$ cat config.mk
export PLATFORM = sky130hd
export DESIGN_NAME = pipeline_stall_controller
export DESIGN_NICKNAME = d
export VERILOG_FILES = /design/src/rtl/pipeline_ctrl_pkg.sv /design/src/rtl/sat_counter.sv /design/src/rtl/pipeline_stall_controller.sv
export SDC_FILE = /design/constraint.sdc
export NUM_CORES = 1
export LEC_CHECK = 0
export CAP_MARGIN = 40
export CORE_UTILIZATION = 25
export CTS_BUF_LIST = sky130_fd_sc_hd__clkbuf_4
export DETAILED_ROUTE_END_ITERATION = 8
export PLACE_DENSITY_LB_ADDON = 0.25
export SYNTH_ARGS = -nofsm -noshare
export SYNTH_HDL_FRONTEND = slang
export SYNTH_SLANG_ARGS = --single-unit
export TNS_END_PERCENT = 100
$ cat constraint.sdc
create_clock -name clk -period 5.3 [get_ports clk]
set_clock_uncertainty 0.1 [all_clocks]
set_input_delay 0.53 -clock clk [delete_from_list [all_inputs] [get_ports clk]]
set_output_delay 0.53 -clock clk [all_outputs]
set_load 0.05 [all_outputs]
$ cat src/rtl/pipeline_ctrl_pkg.sv
// Shared definitions for the pipeline stall/flush sequencer.
// Latency: n/a (types and constants only).
// Backpressure: n/a.
package pipeline_ctrl_pkg;

    // Two-state sequencer: normal issue, or EX held by a multi-cycle mul/div.
    typedef logic state_t;
    localparam state_t ST_RUN    = 1'b0;
    localparam state_t ST_MULDIV = 1'b1;

    // Default width of the saturating performance counters.
    localparam int CNT_WIDTH_DEF = 16;

endpackage : pipeline_ctrl_pkg

$ cat src/rtl/sat_counter.sv
// Saturating event counter: counts up on inc_i and sticks at all-ones.
// Latency: one cycle from inc_i to the updated count.
// Backpressure: none; increments arriving while saturated are dropped.
module sat_counter #(
    parameter int W = 16
) (
    input  logic         clk_i,
    input  logic         rst_i,
    input  logic         inc_i,
    output logic [W-1:0] cnt_o
);

    logic [W-1:0] cnt_q;
    logic [W-1:0] cnt_d;

    // Next count: hold once every bit is set so the counter never wraps.
    always_comb begin
        cnt_d = cnt_q;
        if (inc_i && (cnt_q != {W{1'b1}})) begin
            cnt_d = cnt_q + W'(1);
        end
    end

    // Count register with synchronous clear.
    always_ff @(posedge clk_i) begin
        if (rst_i) begin
            cnt_q <= '0;
        end else begin
            cnt_q <= cnt_d;
        end
    end

    assign cnt_o = cnt_q;

endmodule : sat_counter

$ cat src/rtl/pipeline_stall_controller.sv
// Merges load-use stall, branch flush, dmem wait and mul/div occupancy into register enables.
// Latency: zero cycles; controls decode from registered state plus current requests.
// Backpressure: dmem_busy freezes every pipeline register and defers any branch flush.
module pipeline_stall_controller
    import pipeline_ctrl_pkg::*;
#(
    parameter int MULDIV_LATENCY = 32,
    parameter int CNT_WIDTH      = CNT_WIDTH_DEF
) (
    input  logic                 clk,
    input  logic                 reset,
    input  logic                 hdu_stall,
    input  logic                 hdu_flush,
    input  logic                 dmem_busy,
    input  logic                 muldiv_start,
    output logic                 pc_write,
    output logic                 if_id_write,
    output logic                 if_id_flush,
    output logic                 id_ex_write,
    output logic                 id_ex_flush,
    output logic                 ex_mem_write,
    output logic                 ex_mem_flush,
    output logic                 mem_wb_write,
    output logic                 muldiv_busy,
    output logic [CNT_WIDTH-1:0] stall_cycles,
    output logic [CNT_WIDTH-1:0] flush_count
);

    // The start cycle counts as one EX cycle and the exit cycle as another, so the
    // down-counter is loaded with LATENCY-2 and the op leaves on the cycle it reads zero.
    localparam int CW = (MULDIV_LATENCY > 2) ? $clog2(MULDIV_LATENCY) : 1;
    localparam logic [CW-1:0] MD_RELOAD = CW'(MULDIV_LATENCY - 2);

    state_t        state_q, state_d;
    logic [CW-1:0] muldiv_cnt_q, muldiv_cnt_d;
    logic          pend_flush_q, pend_flush_d;
    logic          flush_applied;
    logic          stall_inc;

    // Priority decode: reset > dmem_busy > mul/div > load-use stall > flush.
    always_comb begin
        pc_write      = 1'b1;
        if_id_write   = 1'b1;
        if_id_flush   = 1'b0;
        id_ex_write   = 1'b1;
        id_ex_flush   = 1'b0;
        ex_mem_write  = 1'b1;
        ex_mem_flush  = 1'b0;
        mem_wb_write  = 1'b1;
        muldiv_busy   = 1'b0;
        flush_applied = 1'b0;
        state_d       = state_q;
        muldiv_cnt_d  = muldiv_cnt_q;
        pend_flush_d  = pend_flush_q;

        if (reset) begin
            // Hold every register and push bubbles into the front three stages.
            pc_write      = 1'b0;
            if_id_write   = 1'b0;
            id_ex_write   = 1'b0;
            ex_mem_write  = 1'b0;
            mem_wb_write  = 1'b0;
            if_id_flush   = 1'b1;
            id_ex_flush   = 1'b1;
            ex_mem_flush  = 1'b1;
            state_d       = ST_RUN;
            muldiv_cnt_d  = '0;
            pend_flush_d  = 1'b0;
        end else if (dmem_busy) begin
            // Whole pipeline freezes; mul/div progress is paused, branch flush remembered.
            pc_write      = 1'b0;
            if_id_write   = 1'b0;
            id_ex_write   = 1'b0;
            ex_mem_write  = 1'b0;
            mem_wb_write  = 1'b0;
            muldiv_busy   = (state_q == ST_MULDIV);
            pend_flush_d  = pend_flush_q | hdu_flush;
        end else if (state_q == ST_MULDIV) begin
            pend_flush_d  = pend_flush_q | hdu_flush;
            if (muldiv_cnt_q == '0) begin
                // Final EX cycle: result moves to EX/MEM, everything advances.
                state_d   = ST_RUN;
            end else begin
                // EX occupied: hold front end, drain bubbles behind the op.
                pc_write      = 1'b0;
                if_id_write   = 1'b0;
                id_ex_write   = 1'b0;
                ex_mem_flush  = 1'b1;
                muldiv_busy   = 1'b1;
                muldiv_cnt_d  = muldiv_cnt_q - CW'(1);
            end
        end else if (muldiv_start) begin
            // First EX cycle of a mul/div: same hold pattern as the busy cycles.
            pc_write      = 1'b0;
            if_id_write   = 1'b0;
            id_ex_write   = 1'b0;
            ex_mem_flush  = 1'b1;
            state_d       = ST_MULDIV;
            muldiv_cnt_d  = MD_RELOAD;
            pend_flush_d  = pend_flush_q | hdu_flush;
        end else if (hdu_stall) begin
            // Load-use: hold PC and IF/ID, bubble into ID/EX; a branch flush waits.
            pc_write      = 1'b0;
            if_id_write   = 1'b0;
            id_ex_flush   = 1'b1;
            pend_flush_d  = pend_flush_q | hdu_flush;
        end else if (hdu_flush || pend_flush_q) begin
            // Squash the wrong-path fetch sitting in IF/ID.
            if_id_flush   = 1'b1;
            pend_flush_d  = 1'b0;
            flush_applied = 1'b1;
        end
    end

    // Sequencer state, mul/div down-counter and deferred-flush flag.
    always_ff @(posedge clk) begin
        if (reset) begin
            state_q      <= ST_RUN;
            muldiv_cnt_q <= '0;
            pend_flush_q <= 1'b0;
        end else begin
            state_q      <= state_d;
            muldiv_cnt_q <= muldiv_cnt_d;
            pend_flush_q <= pend_flush_d;
        end
    end

    // Any non-reset cycle where the PC holds is a lost issue slot.
    assign stall_inc = !reset && !pc_write;

    sat_counter #(.W(CNT_WIDTH)) u_stall_cnt (
        .clk_i (clk),
        .rst_i (reset),
        .inc_i (stall_inc),
        .cnt_o (stall_cycles)
    );

    sat_counter #(.W(CNT_WIDTH)) u_flush_cnt (
        .clk_i (clk),
        .rst_i (reset),
        .inc_i (flush_applied),
        .cnt_o (flush_count)
    );

endmodule : pipeline_stall_controller

==> results.toml, run 1 <==
[worst_setup_path]
worstPathRequired_ns = 4.67
path_max_fanout = 11
critPathBufInv = 2
worstSetupEndpointType = "output pin"
cp_top_family = "buffers and inverters"
path_class = "in -> out"
cp_slowest_cell = "clkdlybuf4s50_1"
start_kind = "primary input"
path_cells = "clkdlybuf4s50_1 -> or4b_2 -> nor2_1 -> nor2_1 -> nor2_1 -> clkdlybuf4s50_1"
max_stage_delay_ns = 0.83
path_common_cell = "nor2_1"
arrival_ns = 3.13

[logic_synthesis]
ys_seq_area_share_pct = 38.45
yosysWarnings = 0
netlist_area_sq_um = 2031
avgSynthCellArea_sq_um = 8.426
synthArstFlopShare_pct = 0
synth_ff_type = "dfxtp_1"
synth_cell_type_count = 42
synth_edf_count = 0
synth_seq_cells = 39
syn-num-nets = 250
syn_inst = 241

[timing]
final.setup.tns_ns = 0
worst_pin_slew_ns = 0.8358
fin_ws_ns = 1.542
max_freq_mhz = 266.1
hold_viol = 0
rsz0062_at_grt = "no"
period_needed_ns = 3.758
min_period_over_period_pct = 70.90
slew_headroom_pct = 43.85
final_max_slew_viol_count = 0
setup_viol_count_final = 0

[clocking]
cts_max_level = 2
clkTransAtPathRegs_ns = 0.12
cts_tree = "done"
cts_made_buffers = 5
clk-insertion-delay-late_ns = 0.34
cts_resized = 0
cts.sinks = 39
postCtsHoldBufs = 0
post_cts_buffers = 0
ctsLongestPathBuffers = 2
cts_root_buffer = "clkbuf_4"

[grt]
grt_util_met2_pct = 17.91
overflow = 0
grt_pass1_wl_microns = 8321
track_usage_pct = 12.13
grt.busiest_layer = "met2"
met1_usage_pct = 17.02
antenna_found_initial = 0
use_met3_pct = 3.400
grt_pass1_vias = 1712
grt_max_degree = 28

[min_path]
hold_class = "reg -> reg"

[die]
die_area_sq_um = 8487
start_util_pct = 26.01
core_sq_um = 7807
ioPinCount = 47
die_width_microns = 92.13
num_rows = 32
fp.dieH_microns = 92.13

[place]
place_area_sq_um = 2576
dp_hpwl_microns = 3448
io_buffers = 46
gp_congestion = 0.7625
dpl_worst_slack_ns = 1.536

[power_and_ir_drop]
p_per_area_nw_per_um2 = 246.8
p_int_uw = 490.3
p_comb_share_pct = 14.5
power_frac_seq_pct = 47.1
p_switching_uw = 171.4
pwr-share-clk_pct = 38.4
ir_worst_vdd_mv = 0.1247
swShare_pct = 25.91
p_total_uw = 661.7
power.leakage_nw = 0.8697

[detailed_routing]
wl_per_cell_microns = 12.55
dr.pass1.iters = 4
drt-initial-drc-count = 101
final_antenna_net_count = 0
vias = 1867
drc = 0
vias_per_cell = 4.812
routed_wl_microns = 4868

[layout]
syn2layout_area_growth_pct = 32.04
nets = 294
drive_above_1_share_pct = 6.993
final_cell_area_sq_um = 2681
final_util_pct = 34.34
antennaDiodeCount = 0

[job]
maxCapViolations = 0

[outcome]
status = "finished clean"
==> per-layer routing <==
| layer | routed length (microns) | part of all wire, % |
|---|---|---|
| met2 | 2095 | 43 |
| met1 | 2496 | 51 |
| met3 | 219 | 4.5 |
| met5 | 0 | 0 |
| met4 | 57 | 1.2 |
==> synthesized netlist by cell type (3+ instances only) <==
cell type / count / area share, %
and3_1: 5 / 1.5
nand3_1: 11 / 2.7
nand2b_1: 4 / 1.2
nand4_1: 9 / 2.8
clkbuf_1: 7 / 1.3
and4_1: 6 / 2.6
nor3_1: 12 / 3.0
nor2_1: 42 / 7.8
inv_1: 5 / 0.92
o21ai_0: 6 / 1.5
xnor2_1: 16 / 6.9
dfxtp_1: 39 / 38
nor4_1: 5 / 1.5
a31o_2: 3 / 1.3
a211oi_1: 5 / 1.8
a21oi_1: 10 / 2.5
ha_1: 3 / 1.8
nand2_1: 8 / 1.5
nor3b_1: 4 / 1.5
xor2_1: 9 / 3.9
==> layout make-up <==
| type | count | area, sq um |
|---|---|---|
| Clock buffer | 6 | 45.04 |
| Clock inverter | 2 | 60.06 |
| Fill cell | 823 | 5126 |
| Inverter | 5 | 18.77 |
| Multi-Input combinational cell | 186 | 1174 |
| Sequential cell | 39 | 780.7 |
| Tap cell | 102 | 127.6 |
| Timing Repair Buffer | 48 | 475.5 |
==> logic make-up after synthesis <==
kind of cell               count (synthesis)  synth area share, %
adders and majority gates                  3                1.849
xor gates and xnor gates                  25                10.78
buffers and inverters                     16                3.758
DFF                                       39                38.45
and+or+nand+nor                          124                33.95
AOI/OAI and AO/OA                         32                10.23
muxes                                      2               0.9859
==> metrics by stage <==
stage	instances	hold WS, ns
2_1_floorplan	241	0.3801
6_report	388	0.4250
4_1_cts	388	0.4327
5_1_grt	388	0.4577
3_3_place_gp	379	0.3968
3_5_place_dp	380	0.4082
==> placed cells by master (no fill, tap or decap), types with 4 or more instances in the layout <==
| cell | Yosys | routed |
|---|---|---|
| clkdlybuf4s50_1 | 0 | 46 |
| nor2_1 | 42 | 42 |
| a21oi_1 | 10 | 10 |
| inv_1 | 5 | 5 |
| dfxtp_1 | 39 | 39 |
| nand2_1 | 8 | 8 |
| xnor2_1 | 16 | 16 |
| o21ai_0 | 6 | 6 |
| nand4_1 | 9 | 9 |
| a211oi_1 | 5 | 5 |
| nor3_1 | 12 | 12 |
| and3_1 | 5 | 5 |
| nor4_1 | 5 | 5 |
| xor2_1 | 9 | 9 |
| clkbuf_4 | 0 | 6 |
| nand3_1 | 11 | 11 |
| and4_1 | 6 | 6 |
| nor3b_1 | 4 | 4 |
| nand2b_1 | 4 | 4 |
==> worst register-to-register path: cells and delay by family (launching register included) <==
kind               cells  cell delay, ns
and+or+nand+nor        3            1.67
DFF                    1            0.46
AOI/OAI and AO/OA      2            0.30
==> flip-flops by register name, indices dropped and copies added, names as in the netlist <==
register           cells
pend_flush_q           1
u_flush_cnt.cnt_o     16
u_stall_cnt.cnt_o     16
state_q                1
muldiv_cnt_q           5
==> final timing paths <==
| check | from | endpoint | slack (ns) | cells past startpoint |
|---|---|---|---|---|
| worst max-delay path | dmem_busy | pc_write | 1.54 | 6 |
| worst min-delay path | u_stall_cnt.cnt_o[15] | u_stall_cnt.cnt_o[15] | 0.42 | 2 |
| worst max register to register | state_q | u_flush_cnt.cnt_o[10] | 2.71 | 5 |
| worst min register to register | u_stall_cnt.cnt_o[15] | u_stall_cnt.cnt_o[15] | 0.42 | 2 |
==> power groups by stage <==
stage | clock [mW] | combinational, mW | sequential [mW]
2_1_floorplan | 0 | 0.0602 | 0.326
6_report | 0.254 | 0.0959 | 0.312
5_1_grt | 0.277 | 0.105 | 0.313
3_3_place_gp | 0 | 0.0963 | 0.318
3_5_place_dp | 0 | 0.0964 | 0.318
4_1_cts | 0.266 | 0.0968 | 0.312
Note: power is estimated with default switching activity, not from simulation.
==> run 2, diff against run 1 <==
- clock period: 5.3 -> 3.1 ns (I/O delays scaled with it)
==> run 2 against run 1 <==
Against the previous run:
- register-to-register slack lost 2.1 ns
- first-iteration DRC count decreased by 36%
- clock-buffer cell count is 1 lower
- global-route usage increased by 0.076 points
- final cell count increased by 1.3%
- power is 60% higher
- clock power up 31%
- largest cell class unchanged
==> results.toml, run 2 (synthesis gave the netlist of run 1 again) <==
[worst_setup_path]
path_class = "reg -> out"
critPathLaunch = "muldiv_cnt_q[0]"
cp_slowest_cell = "or4b_2"
critPathBufInv = 2
path_max_fanout = 5
worstSetupEndpointType = "output pin"
arrival_ns = 2.45
path_cells = "inv_1 -> ha_1 -> or4b_2 -> nor2_1 -> nor2_1 -> nor2_1 -> buf_12"
cp_top_family = "simple AND/OR/NAND/NOR gates"
worstPathRequired_ns = 2.69
max_stage_delay_ns = 0.66
path_common_cell = "nor2_1"
r2r_start = "state_q"
start_kind = "flop"

[clocking]
cts_tree = "done"
cts_root_buffer = "clkbuf_4"
cts_made_buffers = 5
cts.sinks = 39
cts_max_level = 2
post_cts_buffers = 0
clk-insertion-delay-late_ns = 0.35
postCtsHoldBufs = 0
ctsLongestPathBuffers = 2
cts_resized = 0
clkTransAtPathRegs_ns = 0.12

[layout]
drive_above_1_share_pct = 11.34
syn2layout_area_growth_pct = 36.91
nets = 299
layout.cells.most_common = "nor2_1"
layout_common_cells = "42 x nor2_1, 39 x dfxtp_1, 37 x clkdlybuf4s50_1, 16 x xnor2_1, 12 x nor3_1"
antennaDiodeCount = 0

[timing]
rsz0062_at_grt = "no"
slew_headroom_pct = 66.31
final_max_slew_viol_count = 0
period_needed_ns = 2.862
hold_viol = 0
setup_viol_count_final = 0
max_freq_mhz = 349.4
min_period_over_period_pct = 92.31
worst_pin_slew_ns = 0.5037
final.setup.tns_ns = 0

[grt]
grt_pass1_wl_microns = 8342
overflow = 0
antenna_found_initial = 0
grt_pass1_vias = 1708
track_usage_pct = 12.21
grt_max_degree = 48

[min_path]
hold_class = "reg -> reg"
hold_start = "u_stall_cnt.cnt_o[15]"

[place]
dp_hpwl_microns = 3521
gp_congestion = 0.7805
io_buffers = 46

[detailed_routing]
drt-initial-drc-count = 65
vias_per_cell = 4.776
wl_per_cell_microns = 12.77
routed_wl_microns = 5018
final_antenna_net_count = 0
dr.pass1.iters = 4
vias = 1877
drc = 0

[die]
die_width_microns = 92.13
fp.dieH_microns = 92.13
core_sq_um = 7807
die_area_sq_um = 8487
ioPinCount = 47
start_util_pct = 26.01
num_rows = 32

[outcome]
status = "finished clean"

[power_and_ir_drop]
ir_worst_vdd_mv = 0.1724
p_total_mw = 1.056
p_per_area_nw_per_um2 = 379.7
power.leakage_nw = 0.9275

[job]
maxCapViolations = 0
run 2: final cells by class:
class,count,area [sq um]
clock inverters,3,38.79
inverters,5,18.77
repair buffers,53,603.1
well taps,102,127.6
fillers,807,5027
clock buffers,5,37.54
multi-input cells,186,1174
flip-flops and latches,39,780.7
run 2: final timing paths:
path | cells past startpoint | slack [ns] | end
setup / recovery | 7 | 0.24 | if_id_write
hold / removal | 2 | 0.43 | u_stall_cnt.cnt_o[15]
setup reg to reg | 5 | 0.63 | u_flush_cnt.cnt_o[15]
hold reg to reg | 2 | 0.43 | u_stall_cnt.cnt_o[15]
run 2: metal layers:
metal  GRT usage [%]  up-vias  share of wire (%)  wire, microns
met5               0        -                  0              0
met4           4.036        0                1.2             59
met3           2.819        6                3.5            174
met2           18.35       39                 44           2186
met1           17.04      864                 52           2597
li1                -      968                  -              -
run 2: worst register-to-register path: stages (launching register included):
cell and delay [ns]:
dfxtp_1 0.46, or4_4 0.63, or4b_1 0.67, nor4b_2 0.32, xnor2_1 0.15, nor2_1 0.05
run 2: through the flow:
| stage | setup slack [ns] | instances | hold slack [ns] | cell area, sq um | util (%) |
|---|---|---|---|---|---|
| 2_1_floorplan | 0.2697 | 241 | 0.3773 | 2031 | - |
| 5_1_grt | 0.09724 | 393 | 0.4561 | 2780 | 35.61 |
| 6_report | 0.2383 | 393 | 0.4272 | 2780 | 35.61 |
| 3_5_place_dp | 0.2785 | 385 | 0.4091 | 2704 | 34.63 |
| 3_3_place_gp | 0.3392 | 385 | 0.4006 | 2704 | 34.63 |
| 4_1_cts | 0.2095 | 393 | 0.4285 | 2780 | 35.61 |
run 2: power by group:
part / total [mW] / leakage [nW] / internal, mW / switching, mW
clock network: 0.334 / 0.0426 / 0.166 / 0.168
registers: 0.533 / 0.316 / 0.515 / 0.0179
logic: 0.189 / 0.569 / 0.0823 / 0.107
==> run 3, diff against run 2 <==
- clock period: 3.1 -> 3.4 ns (I/O delays scaled with it)
==> run 3 against run 2 <==
Against the previous run:
- core utilization decreased by 1.4 points
- critical path depth unchanged
- final cell count decreased by 0.76%
- routed wire length increased by 3.1%
- sequential share of layout area increased by 1.1 points
- register-to-register slack improved by 0.31 ns
- first-iteration DRC count increased by 17%
- largest cell class unchanged
- highest routed layer unchanged
==> results.toml, run 3 (synthesis gave the netlist of run 1 again) <==
[outcome]
status = "finished clean"

[worst_setup_path]
r2r_cells = 5
cp_top_family = "simple AND/OR/NAND/NOR gates"
path_class = "reg -> out"
cp_slowest_cell = "nor4b_1"
path_max_fanout = 5
r2r_start = "state_q"
reg2reg_slack_ns = 0.94
start_kind = "flop"
max_stage_delay_ns = 0.62
worstPathRequired_ns = 2.96
path_cells = "inv_1 -> ha_1 -> nor4b_1 -> a21oi_1 -> and2_1 -> or2_2 -> buf_4"
rr_endpoint = "u_flush_cnt.cnt_o[15]"
arrival_ns = 2.49
worstSetupEndpointType = "output pin"
critPathBufInv = 2

[clocking]
ctsLongestPathBuffers = 2
postCtsHoldBufs = 0
cts.sinks = 39
clkTransAtPathRegs_ns = 0.12
cts_resized = 0
clk-insertion-delay-late_ns = 0.34
post_cts_buffers = 0
cts_max_level = 2
cts_tree = "done"
cts_root_buffer = "clkbuf_4"
cts_made_buffers = 5

[detailed_routing]
drt-initial-drc-count = 76
vias = 1871
dr.pass1.iters = 4
vias_per_cell = 4.797
drc = 0
final_antenna_net_count = 0
wl_per_cell_microns = 13.27
routed_wl_microns = 5174

[power_and_ir_drop]
power_frac_seq_pct = 55.7
ir_worst_vdd_mv = 0.1346
pwr-share-clk_pct = 26.2
swShare_pct = 30.49
p_switching_uw = 265.8
p_int_uw = 605.9
p_total_uw = 871.7
power.leakage_nw = 0.8828
p_per_area_nw_per_um2 = 326.2
p_comb_share_pct = 18.1

[place]
io_buffers = 46
gp_congestion = 0.7657
dp_hpwl_microns = 3542

[layout]
syn2layout_area_growth_pct = 31.61
layout_common_cells = "42 x nor2_1, 39 x dfxtp_1, 37 x clkdlybuf4s50_1, 16 x xnor2_1, 12 x nor3_1"
layout.cells.most_common = "nor2_1"
nets = 297
antennaDiodeCount = 0
drive_above_1_share_pct = 10.42

[die]
fp.dieH_microns = 92.13
core_sq_um = 7807
die_width_microns = 92.13
ioPinCount = 47
die_area_sq_um = 8487
num_rows = 32
start_util_pct = 26.01

[min_path]
whs_endpoint = "u_flush_cnt.cnt_o[1]"
hold_start = "u_flush_cnt.cnt_o[1]"
whs_path_depth = 2
hold_class = "reg -> reg"

[job]
maxCapViolations = 0

[timing]
setup_viol_count_final = 0
max_freq_mhz = 341.5
final_max_slew_viol_count = 0
min_period_over_period_pct = 86.12
worst_pin_slew_ns = 0.7234
final.setup.tns_ns = 0
rsz0062_at_grt = "no"
hold_viol = 0
period_needed_ns = 2.928
slew_headroom_pct = 51.09

[grt]
overflow = 0
grt_pass1_vias = 1697
track_usage_pct = 12.50
grt_pass1_wl_microns = 8528
grt_max_degree = 48
antenna_found_initial = 0
## run 3: how the worst max path moves through the flow
stage                    start                     to  slack (ns)  depth (start not counted)
2_1_floorplan  muldiv_cnt_q[0]               pc_write        0.54                          7
3_3_place_gp         dmem_busy  u_flush_cnt.cnt_o[15]        0.63                          6
3_5_place_dp         dmem_busy  u_flush_cnt.cnt_o[15]        0.61                          6
4_1_cts        muldiv_cnt_q[0]           ex_mem_flush        0.46                          7
5_1_grt        muldiv_cnt_q[0]           ex_mem_flush        0.25                          7
6_report       muldiv_cnt_q[0]           ex_mem_flush        0.47                          7
## run 3: final cells by class
class | count | area [sq um]
tap | 102 | 127.6
inverter | 5 | 18.77
fill | 838 | 5135
timing repair buffer | 51 | 525.5
clock inverter | 2 | 8.758
sequential | 39 | 780.7
multi-input combinational | 186 | 1174
clock buffer | 5 | 37.54
## run 3: tightest hold or removal path, cell delays in order (launching register included)
cell	delay [ns]
dfxtp_1	0.35
nand2b_1	0.07
o21ai_0	0.06
## run 3: stage by stage
step / hold slack (ns) / instances / worst slack, ns / cell area, sq um / utilization (%)
after global placement: 0.3951 / 383 / 0.6262 / 2626 / 33.64
after floorplan: 0.3801 / 241 / 0.5397 / 2031 / -
after global routing: 0.4549 / 390 / 0.2500 / 2673 / 34.23
final: 0.4102 / 390 / 0.4718 / 2673 / 34.23
after detailed placement: 0.3957 / 383 / 0.6127 / 2626 / 33.64
after CTS: 0.4138 / 390 / 0.4575 / 2673 / 34.23
## run 3: power groups by stage
stage               registers (mW)  logic, mW  clock network [mW]
floorplan                    0.509     0.0939                   0
global placement             0.496      0.158                   0
detailed placement           0.496      0.158                   0
CTS                          0.486      0.159               0.249
global route                 0.488      0.170               0.268
finish                       0.486      0.157               0.229
## run 3: routing by layer
metal  GRT usage (%)  vias to the layer above  wire length, microns
li1                -                      955                     -
met1           17.49                      879                  2653
met2           19.03                       35                  2328
met3           2.653                        2                   162
met4           3.906                        0                    29
met5               0                        -                     0
